<file path="config.mk">
export PLATFORM = sky130hd
export DESIGN_NAME = wb_fetch_prefetcher_flat
export DESIGN_NICKNAME = d
export VERILOG_FILES = /design/src/rtl/wb_fetch_prefetcher_if.sv /design/src/rtl/wb_fetch_prefetcher.sv /design/src/flat_wrapper.sv
export SDC_FILE = /design/constraint.sdc
export NUM_CORES = 1
export LEC_CHECK = 0
export BUFFER_PORTS_ARGS = -buffer_cell sky130_fd_sc_hd__clkbuf_2
export CELL_PAD_IN_SITES_DETAIL_PLACEMENT = 1
export CELL_PAD_IN_SITES_GLOBAL_PLACEMENT = 1
export CORE_UTILIZATION = 56
export DETAILED_ROUTE_END_ITERATION = 8
export PLACE_DENSITY = 0.82
export SETUP_SLACK_MARGIN = 0.1
export SLEW_MARGIN = 40
export SYNTH_ARGS = -nofsm -noshare
export SYNTH_HDL_FRONTEND = slang
export SYNTH_SLANG_ARGS = --single-unit
</file>
<file path="constraint.sdc">
create_clock -name clk_i -period 9.6 [get_ports clk_i]
set_input_delay 1.44 -clock clk_i [delete_from_list [all_inputs] [get_ports clk_i]]
set_output_delay 1.44 -clock clk_i [all_outputs]
set_load 0.005 [all_outputs]
</file>
<file path="src/rtl/wb_fetch_prefetcher_if.sv">
// wb_fetch_prefetcher_if: Wishbone burst-read bus between the fetch prefetcher (master) and instruction ROM (slave)
//   adr, we, sel, cyc, stb, cti : master -> slave
//   dat, ack                    : slave -> master
interface wb_fetch_prefetcher_if #(
   parameter int DATA_WIDTH = 32,
   parameter int ADDR_WIDTH = 16
);
   logic [ADDR_WIDTH-1:0] adr;
   logic [DATA_WIDTH-1:0] dat;
   logic                  we;
   logic [3:0]            sel;
   logic                  cyc;
   logic                  stb;
   logic [2:0]            cti;
   logic                  ack;
   modport master (output adr, we, sel, cyc, stb, cti, input dat, ack);
   modport slave (input adr, we, sel, cyc, stb, cti, output dat, ack);
endinterface

</file>
<file path="src/rtl/wb_fetch_prefetcher.sv">
// wb_fetch_prefetcher: Wishbone burst-read instruction prefetcher with tagged FIFO and flush redirect
//   clk_i, rst_n_i          : clock, asynchronous active-low reset
//   wb (master)             : Wishbone burst-read bus to the instruction ROM
//   flush_i, flush_addr_i   : drop buffered words and restart fetch at flush_addr_i
//   valid_o, data_o, addr_o : FIFO head word and its byte address
//   ready_i                 : consumer accepts the head word
//   busy_o                  : a burst is in progress
module wb_fetch_prefetcher #(
   parameter int                    DATA_WIDTH = 32,
   parameter int                    ADDR_WIDTH = 16,
   parameter int                    BURST_LEN  = 4,
   parameter int                    FIFO_DEPTH = 8,
   parameter logic [ADDR_WIDTH-1:0] RESET_ADDR = '0
) (
   input  logic                  clk_i,
   input  logic                  rst_n_i,
   wb_fetch_prefetcher_if.master wb,
   input  logic                  flush_i,
   input  logic [ADDR_WIDTH-1:0] flush_addr_i,
   output logic                  valid_o,
   output logic [DATA_WIDTH-1:0] data_o,
   output logic [ADDR_WIDTH-1:0] addr_o,
   input  logic                  ready_i,
   output logic                  busy_o
);
   localparam int PW = $clog2(FIFO_DEPTH);
   localparam int BW = $clog2(BURST_LEN + 1);
   typedef enum logic [1:0] {IDLE, BURST, DISCARD} state_t;
   state_t                state_q, state_d;
   logic [ADDR_WIDTH-1:0] adr_q, nxt_q, flush_adr;
   logic [BW-1:0]         beat_q;
   logic [PW-1:0]         rd_q, wr_q;
   logic [PW:0]           cnt_q;
   logic [DATA_WIDTH-1:0] data_mem [FIFO_DEPTH];
   logic [ADDR_WIDTH-1:0] addr_mem [FIFO_DEPTH];
   logic                  beat, last, push, pop, start;
   assign flush_adr = {flush_addr_i[ADDR_WIDTH-1:2], 2'b00};
   assign beat      = wb.cyc & wb.ack;
   assign last      = beat_q == BW'(BURST_LEN - 1);
   assign push      = beat & (state_q == BURST) & !flush_i;
   assign pop       = valid_o & ready_i & !flush_i;
   // same-cycle pops are not credited, so the check uses the registered count
   assign start     = !flush_i & (cnt_q <= (PW+1)'(FIFO_DEPTH - BURST_LEN));
   assign wb.cyc    = state_q != IDLE;
   assign wb.stb    = wb.cyc;
   assign wb.we     = 1'b0;
   assign wb.sel    = 4'b1111;
   assign wb.cti    = !wb.cyc ? 3'b000 : last ? 3'b111 : 3'b010;
   assign wb.adr    = adr_q;
   assign busy_o    = wb.cyc;
   assign valid_o   = cnt_q != '0;
   assign data_o    = data_mem[rd_q];
   assign addr_o    = addr_mem[rd_q];
   always_comb begin
      state_d = (state_q == IDLE) ? (start ? BURST : IDLE) :
                (beat && last)    ? IDLE :
                flush_i           ? DISCARD : state_q;
   end
   // adr_q drives the bus during a burst; a flush mid-burst parks its target in
   // nxt_q so the remaining beats keep their incrementing addresses
   always_ff @(posedge clk_i or negedge rst_n_i) begin
      if (!rst_n_i) begin
         state_q <= IDLE;
         adr_q   <= RESET_ADDR;
         nxt_q   <= RESET_ADDR;
         beat_q  <= '0;
         rd_q    <= '0;
         wr_q    <= '0;
         cnt_q   <= '0;
      end else begin
         state_q <= state_d;
         if (state_q == IDLE) begin
            beat_q <= '0;
            if (flush_i) adr_q <= flush_adr;
         end else begin
            if (flush_i) nxt_q <= flush_adr;
            if (beat) begin
               beat_q <= beat_q + 1'b1;
               adr_q  <= !last                ? adr_q + ADDR_WIDTH'(4) :
                         flush_i              ? flush_adr :
                         (state_q == DISCARD) ? nxt_q : adr_q + ADDR_WIDTH'(4);
            end
         end
         if (flush_i) begin
            rd_q  <= '0;
            wr_q  <= '0;
            cnt_q <= '0;
         end else begin
            if (push) wr_q <= wr_q + 1'b1;
            if (pop) rd_q <= rd_q + 1'b1;
            cnt_q <= cnt_q + {{PW{1'b0}}, push} - {{PW{1'b0}}, pop};
         end
      end
   end
   always_ff @(posedge clk_i) begin
      if (push) begin
         data_mem[wr_q] <= wb.dat;
         addr_mem[wr_q] <= wb.adr;
      end
   end
   a_no_overflow: assert property (@(posedge clk_i) disable iff (!rst_n_i)
      !(push && cnt_q == (PW+1)'(FIFO_DEPTH)));
endmodule

</file>
<file path="src/flat_wrapper.sv">
// flat-port wrapper written by rule: the top's interface ports become plain ports
module wb_fetch_prefetcher_flat 
#(
   parameter int                    DATA_WIDTH = 32,
   parameter int                    ADDR_WIDTH = 16,
   parameter int                    BURST_LEN  = 4,
   parameter int                    FIFO_DEPTH = 8,
   parameter logic [ADDR_WIDTH-1:0] RESET_ADDR = '0
)
  (clk_i, rst_n_i, flush_i, flush_addr_i, valid_o, data_o, addr_o, ready_i, busy_o, wb_adr, wb_we, wb_sel, wb_cyc, wb_stb, wb_cti, wb_dat, wb_ack);
  wb_fetch_prefetcher_if #(.DATA_WIDTH(DATA_WIDTH), .ADDR_WIDTH(ADDR_WIDTH)) wb_i ();
  input  logic clk_i;
  input  logic rst_n_i;
  input  logic flush_i;
  input  logic [ADDR_WIDTH-1:0] flush_addr_i;
  output logic valid_o;
  output logic [DATA_WIDTH-1:0] data_o;
  output logic [ADDR_WIDTH-1:0] addr_o;
  input  logic ready_i;
  output logic busy_o;
  output wire logic [$bits(wb_i.adr)-1:0] wb_adr;
  output wire logic [$bits(wb_i.we)-1:0] wb_we;
  output wire logic [$bits(wb_i.sel)-1:0] wb_sel;
  output wire logic [$bits(wb_i.cyc)-1:0] wb_cyc;
  output wire logic [$bits(wb_i.stb)-1:0] wb_stb;
  output wire logic [$bits(wb_i.cti)-1:0] wb_cti;
  input wire logic [$bits(wb_i.dat)-1:0] wb_dat;
  input wire logic [$bits(wb_i.ack)-1:0] wb_ack;
  assign wb_adr = wb_i.adr;
  assign wb_we = wb_i.we;
  assign wb_sel = wb_i.sel;
  assign wb_cyc = wb_i.cyc;
  assign wb_stb = wb_i.stb;
  assign wb_cti = wb_i.cti;
  assign wb_i.dat = wb_dat;
  assign wb_i.ack = wb_ack;
  wb_fetch_prefetcher #(.DATA_WIDTH(DATA_WIDTH), .ADDR_WIDTH(ADDR_WIDTH), .BURST_LEN(BURST_LEN), .FIFO_DEPTH(FIFO_DEPTH), .RESET_ADDR(RESET_ADDR)) u_core (.clk_i(clk_i), .rst_n_i(rst_n_i), .wb(wb_i), .flush_i(flush_i), .flush_addr_i(flush_addr_i), .valid_o(valid_o), .data_o(data_o), .addr_o(addr_o), .ready_i(ready_i), .busy_o(busy_o));
endmodule
</file>
==> results of run 1 <==
[per-stage QoR]
step	hold slack, ps	power, mW
2_1_floorplan	457.9	2.975
3_3_place_gp	472.6	3.249
3_5_place_dp	475.2	3.293
4_1_cts	489.3	4.884
5_1_grt	501.6	5.041
6_report	483.2	4.845
[cell usage after synthesis (7+ instances only)]
cell | instances | area share
nor2_1 | 32 | 0.0073
mux2_1 | 10 | 0.0068
ha_1 | 11 | 0.0083
buf_4 | 14 | 0.0064
nand3_1 | 15 | 0.0045
xnor2_1 | 9 | 0.0048
buf_2 | 18 | 0.0055
edfxtp_1 | 368 | 0.67
o21ai_0 | 13 | 0.0039
mux2_2 | 50 | 0.034
buf_6 | 7 | 0.0048
clkbuf_1 | 10 | 0.0023
dfrtp_1 | 43 | 0.065
nand2_1 | 27 | 0.0061
mux4_2 | 92 | 0.13
inv_1 | 11 | 0.0025
a21oi_1 | 23 | 0.0070
xor2_1 | 8 | 0.0042
[worst max-delay path: cells and delay by family, from the launching register on]
family / cells / cell delay [ps]
buffers and inverters: 3 / 1200
DFF: 1 / 640
muxes: 2 / 890
[flip-flops by register name, summed over array words and instances, names as in the netlist, 3 cells and up]
name	flops
u_core.data_mem	256
u_core.wr_q	3
u_core.beat_q	3
u_core.rd_q	3
u_core.nxt_q	14
u_core.wb.adr	14
u_core.cnt_q	4
u_core.addr_mem	112
[power by group through the flow]
stage               clock network [mW]  logic, mW  registers (mW)
floorplan                            0      0.750            2.23
global placement                     0      0.933            2.32
detailed placement                   0      0.965            2.33
CTS                               1.61      0.979            2.29
global route                      1.66       1.07            2.31
finish                            1.59      0.967            2.29
[worst min-delay path by stage]
stage,start,end,cells past startpoint
after global routing,u_core.nxt_q[14]$_DFFE_PN0P_,u_core.nxt_q[14]$_DFFE_PN0P_,1
after global placement,u_core.nxt_q[13]$_DFFE_PN0P_,u_core.nxt_q[13]$_DFFE_PN0P_,1
after detailed placement,u_core.nxt_q[13]$_DFFE_PN0P_,u_core.nxt_q[13]$_DFFE_PN0P_,1
after CTS,u_core.nxt_q[13]$_DFFE_PN0P_,u_core.nxt_q[13]$_DFFE_PN0P_,1
final,u_core.nxt_q[13]$_DFFE_PN0P_,u_core.nxt_q[13]$_DFFE_PN0P_,1
after floorplan,u_core.nxt_q[13]$_DFFE_PN0P_,u_core.nxt_q[13]$_DFFE_PN0P_,1
[layout by cell type (no fill, tap or decap), drive strengths merged, types with 3 or more instances in the layout]
cell type,synthesis,routed
nand2,27,27
buf,42,16
conb,2,9
a21oi,23,23
bufinv,0,4
o22ai,4,4
ha,11,11
o21ai,19,19
o2bb2ai,3,3
or3,6,6
clkinv,0,22
mux2,60,60
nor3,5,5
clkbuf,10,164
and3,4,4
o221ai,3,3
nand4,4,4
dfrtp,43,43
edfxtp,368,368
xor2,8,8
nor2b,3,3
nor2,32,32
a211oi,3,3
nand3,15,15
nand2b,3,3
inv,12,13
xnor2,9,9
and2,3,3
mux4,92,92
a221oi,4,4
[kinds of logic after synthesis]
kind of cell	count (synthesis)
buffers and inverters	64
and+or+nand+nor	108
AOI/OAI and AO/OA	68
DFF	411
xor gates and xnor gates	17
adders and majority gates	12
muxes	154
other	2
[per-layer routing]
metal  up-vias  part of all wire
met4         0             0.021
met1      4383              0.41
met5         -                 0
li1       3621                 -
met3        57             0.053
met2       315              0.52
[final cells by class]
class                   instances  area, sq um  area share
clock buffers                  47         1080     0.05741
clock inverters                28        255.2     0.01357
flip-flops and latches        411        12140      0.6453
multi-input cells             368         4094      0.2177
repair buffers                133        716.9     0.03812
inverters                      12        45.04    0.002395
well taps                     384        480.5     0.02554
==> summary.md, run 1 <==
| Metric | Value |
|---|---|
| Placed cell count | `1308` |
| Deepest clock path buffer count | `3` |
| Root Buffer | `clkbuf_16` |
| Yosys reg bits | `411` |
| Register-to-Register Path Depth | `4` |
| GRT met3 Usage | `0.04057` |
| Post-synthesis simple-gate area fraction | `0.03130` |
| CP endpoint kind | `output pin` |
| Post-synth EDFFs | `368` |
| Share of layout cells above drive strength 1 | `0.3524` |
| Syn avg cell area | `19.75 sq um` |
| Initial drt markers | `743` |
| Post-route design area | `0.01881 sq mm` |
| Final setup fails | `0` |
| Finished Layout Cells | `1383` |
| RR Startpoint | `u_core.state_q[0]$_DFFE_PN0P_` |
| H-Tree Depth | `2` |
| Required time of the critical path | `8160 ps` |
| Clock tree from TritonCTS | `done` |
| Die area | `0.03017 sq mm` |
| ANT cells | `0` |
| IO buf count | `117` |
| Reg power frac | `0.473` |
| Row Count | `62` |
| Post-CTS Setup Bufs | `0` |
| Synth unique cells | `49` |
| Per-cell routed wire length | `26.27 um` |
| Setup TNS | `0 ps` |
| FFs w/ async S/R, synth | `0.1046` |
| Ports | `129` |
| CTS Hold Bufs | `0` |
| Grt met1 use | `0.3323` |
| Final hold violation count | `0` |
| Worst setup margin | `4866 ps` |
| Mapped cell area | `0.01651 sq mm` |
| Worst vdd ir | `0.0001535 V` |
| DRC violations left | `0` |
| Area post-placement | `0.01746 sq mm` |
| First-pass GRT wire length | `56.24 mm` |
| GRT overflow | `0` |
| Power Internal | `3.521 mW` |
| Synthesis Warnings | `0` |
| Largest family of logic cells by synthesized area | `multiplexers` |
| FF-to-FF End | `u_core.addr_mem[2][4]$_DFFE_PP_` |
| Utilization after layout | `0.6518` |
| Critical Path Start | `u_core.rd_q[0]$_DFFE_PN0P_` |
| Mux cell area share after synthesis | `0.1677` |
| Initial antenna violation count | `0` |
| CTS Buf Count | `41` |
| Combinational share of power | `0.200` |
| DRT Pass-1 Iters | `5` |
| Critical path arrival | `3290 ps` |
| Nets | `1032` |
| Commonest register cell after synthesis | `edfxtp_1` |
| GRT met2 Usage | `0.4347` |
| WL final | `36.33 mm` |
| Post-synthesis sequential area ratio | `0.7346` |
| CP Class | `reg2out` |
| GRT busiest layer | `met2` |
| FILL cells | `2457` |
| CP max-delay cell | `dfrtp_4` |
| Initial Utilization | `0.5720` |
| Slew @ Worst Pin | `848.1 ps` |
| Tmin final | `4734 ps` |
| Final Cycle Share | `0.4932` |
| Leakage | `6.290 nW` |
| Syn Inst Count | `836` |
| Max Cap Viol | `0` |
| Post-Synth Adder-Cell Area | `0.009551` |
| Clk Latency, worst-skew pair | `530 ps` |
| Number of global-route vias before repair | `9266` |
| CP max FO | `40` |
| Clock Power Share | `0.328` |
| HP Class | `reg2reg` |
| Pwr dens | `257.6 mW/mm^2` |
| Slew margin rel. | `0.4346` |
| Final slew viol count | `0` |
| Largest net degree at the start of global routing | `59` |
| Clk sinks | `411` |
| Max Fclk | `211.2 MHz` |
| Synth Area in Compound Gates | `0.02509` |
| Clk_skew | `14.27 ps` |
| Sw Ratio | `0.2733` |
| Die Y | `173.7 um` |
| Resized Gates After CTS | `0` |
| Worst Setup Slack post-DPL | `4903 ps` |
| Clock transition at path regs | `60 ps` |
| Critical path endpoint | `data_o[13]` |
| Routed vias/inst | `6.056` |
| Gpl congestion | `0.8066` |
| Area growth from synthesis to layout | `13.95%` |
| Core area | `0.02886 sq mm` |
| Outcome | `finished, final reports clean` |
| Post-synthesis xor/xnor area fraction | `0.009020` |
| Detailed Place HPWL | `20.22 mm` |
| GRT Resource Usage Total | `0.2509` |
| RSZ-0062 raised after global routing | `false` |
| Crit path launch type | `flop` |
| Reg2reg setup slack | `6510 ps` |
| Chip Width | `173.7 um` |
| Sw Pwr | `1.324 mW` |
| Crit-path max cell delay | `640 ps` |
| DR vias | `8376` |
| Routed Antenna Nets | `0` |
| CP cell instances | `buf_6, buf_6, mux4_2, mux2_2, clkbuf_2` |
| Most used cell, CP | `buf_6` |
Note: power is estimated with default switching activity, not from simulation.
==> inputs of run 2 (changes only) <==
- CORE_UTILIZATION: 56 -> 47
- PLACE_DENSITY: 0.82 -> 0.74
- clock period: 9.6 -> 4.1 ns (I/O delays scaled with it)
==> run 2 against run 1 <==
Effect of this change: sequential power rose by 140%; non-clock buffer count up 7; count of clock-buffer cells in the layout rose by 10; critical path depth fell by 1; power grew 130%; global-route usage down 4.5 points; worst hold slack worse by 380 ps; routed wire length is 1.3% lower; final cell count up 5.8%; sequential cell count did not move; clock skew increased by 2.3 ps; critical endpoint is now addr_o[14]; largest power group unchanged.
==> summary.md, run 2 (synthesized netlist as in run 1, its figures left out) <==
| Metric | Value |
|---|---|
| Final setup fails | `0 (unchanged)` |
| Crit-path max cell delay | `830 ps (+190 ps)` |
| Resized Gates After CTS | `0 (unchanged)` |
| Nets | `1041 (+0.87%)` |
| Worst vdd ir | `0.0003458 V (+130%)` |
| Initial Utilization | `0.4779 (-0.09415)` |
| Commonest non-fill, non-tap cell in the layout | `edfxtp_1` |
| Finished Layout Cells | `1463 (+5.8%)` |
| Most frequent cells in the layout | `edfxtp_1 (368), clkbuf_2 (117), mux4_2 (92), mux2_2 (50), clkbuf_16 (44)` |
| Clk sinks | `411 (unchanged)` |
| Tmin final | `3315 ps` |
| CTS Hold Bufs | `0 (unchanged)` |
| GRT overflow | `0 (unchanged)` |
| Final hold violation count | `0 (unchanged)` |
| Placed cell count | `1386 (+6.0%)` |
| Required time of the critical path | `3480 ps (-4680 ps)` |
| Largest Register | `u_core.data_mem` |
| Clk Latency, worst-skew pair | `550 ps (+20 ps)` |
| RSZ-0062 raised after global routing | `false` |
| Core area | `0.03454 sq mm (+20%)` |
| Reg2reg setup slack | `1400 ps (-5110 ps)` |
| Hold_ws | `106.0 ps (-377.2 ps)` |
| RR Startpoint | `u_core.state_q[0]$_DFFE_PN0P_` |
| HP Class | `in2async` |
| Largest net degree at the start of global routing | `46 (-22%)` |
| CP max-delay cell | `dfrtp_4` |
| Final slew viol count | `0 (unchanged)` |
| Outcome | `finished, final reports clean` |
| Gpl congestion | `0.7634 (-5.4%)` |
| Area growth from synthesis to layout | `15.22%` |
| WL final | `35.87 mm (-1.3%)` |
| CP endpoint kind | `output pin` |
| Leakage | `6.300 nW (+0.16%)` |
| Max Fclk | `301.7 MHz` |
| Ports | `129 (unchanged)` |
| Area post-placement | `0.01773 sq mm (+1.5%)` |
| Max Cap Viol | `0 (unchanged)` |
| CP max FO | `29 (-28%)` |
| Per-cell routed wire length | `24.52 um (-6.7%)` |
| Slew @ Worst Pin | `681.5 ps (-166.6 ps)` |
| Critical path buffer and inverter count | `2 (-1)` |
| Final Cycle Share | `0.8085` |
| Deepest clock path buffer count | `3 (unchanged)` |
| IO buf count | `117 (unchanged)` |
| Power, Total | `11.23 mW (+130%)` |
| DRC violations left | `0 (unchanged)` |
| Row Count | `68 (+9.7%)` |
| Top delay family on crit path | `multiplexers` |
| First-pass GRT wire length | `54.91 mm (-2.4%)` |
| CP Class | `reg2out` |
| Slew margin rel. | `0.5456 (+0.1110)` |
| GRT Resource Usage Total | `0.2059 (-0.04495)` |
| Setup TNS | `0 ps (unchanged)` |
| Clock transition at path regs | `60 ps (about the same)` |
| CTS Buf Count | `43 (+4.9%)` |
| Clk_skew | `16.58 ps (+2.313 ps)` |
| FF-to-FF End | `u_core.data_mem[3][23]$_DFFE_PP_` |
| Root Buffer | `clkbuf_16` |
| Die Y | `189.4 um (+9.0%)` |
| Post-route design area | `0.01902 sq mm (+1.1%)` |
| H-Tree Depth | `2 (unchanged)` |
| Initial drt markers | `498 (-33%)` |
| Max reg flops | `256 (unchanged)` |
| Clock tree from TritonCTS | `done` |
| Post-CTS Setup Bufs | `0 (unchanged)` |
| Detailed Place HPWL | `21.38 mm (+5.8%)` |
| DRT Pass-1 Iters | `4 (-1)` |
| Crit path launch type | `flop` |
| Die area | `0.03587 sq mm (+19%)` |
| ANT cells | `0 (unchanged)` |
| CP cell instances | `buf_12, mux4_2, mux2_2, clkbuf_2` |
| Share of layout cells above drive strength 1 | `0.3462 (-0.006122)` |
| Routed vias/inst | `5.675 (-6.3%)` |
| Number of global-route vias before repair | `9085 (-2.0%)` |
| Register-to-Register Path Depth | `5 (+1)` |
| Critical path arrival | `2700 ps (-590 ps)` |
| Pwr dens | `590.4 mW/mm^2 (+130%)` |
| Initial antenna violation count | `0 (unchanged)` |
| DR vias | `8303 (-0.87%)` |
| Routed Antenna Nets | `0 (unchanged)` |
| Chip Width | `189.4 um (+9.0%)` |
| FILL cells | `3160 (+29%)` |
| Regs by FF count | `u_core.data_mem (256), u_core.addr_mem (112)` |
[run 2: final cells by class]
class                   instances  area, sq um  share of cell area
clock inverters                20        140.1            0.007368
inverters                      12        45.04            0.002368
clock buffers                  57         1150             0.06046
flip-flops and latches        411        12140              0.6382
multi-input cells             368         4106              0.2159
repair buffers                140        870.8             0.04579
well taps                     455        569.3             0.02993
[run 2: how the worst max path moves through the flow]
| stage | cells after the start | to | start | slack [ps] |
|---|---|---|---|---|
| global route | 4 | data_o[9] | u_core.rd_q[0]$_DFFE_PN0P_ | 610 |
| detailed placement | 6 | u_core.data_mem[3][17]$_DFFE_PP_ | wb_ack | 1170 |
| CTS | 4 | data_o[10] | u_core.rd_q[0]$_DFFE_PN0P_ | 690 |
| floorplan | 3 | u_core.addr_mem[2][10]$_DFFE_PP_ | flush_i | 490 |
| global placement | 6 | u_core.data_mem[3][17]$_DFFE_PP_ | wb_ack | 1180 |
| finish | 4 | addr_o[14] | u_core.rd_q[0]$_DFFE_PN0P_ | 790 |
[run 2: stage by stage]
stage | setup slack, ps | util
after floorplan | 486.8 | -
after detailed placement | 1171 | 0.5133
after CTS | 686.9 | 0.5506
after global routing | 614.3 | 0.5506
after global placement | 1175 | 0.5127
final | 785.3 | 0.5506
[run 2: metal layers]
| layer | share of wire | GRT usage | vias to the layer above |
|---|---|---|---|
| met5 | 0 | 0 | - |
| met4 | 0.020 | 0.05273 | 0 |
| met3 | 0.041 | 0.03077 | 59 |
| met2 | 0.51 | 0.3543 | 213 |
| met1 | 0.43 | 0.2753 | 4383 |
| li1 | - | - | 3648 |
[run 2: worst register-to-register path, delay by kind of cell (launching register included)]
| family | cells | cell delay, ps |
|---|---|---|
| flops | 1 | 660 |
| buf+inv | 1 | 350 |
| simple gates | 4 | 1370 |
[run 2: power by group]
group | switching (mW) | total (mW) | internal, mW
clock | 1.54 | 3.58 | 2.04
combinational | 1.04 | 2.25 | 1.21
sequential | 0.492 | 5.40 | 4.91
total | 3.07 | 11.2 | 8.16
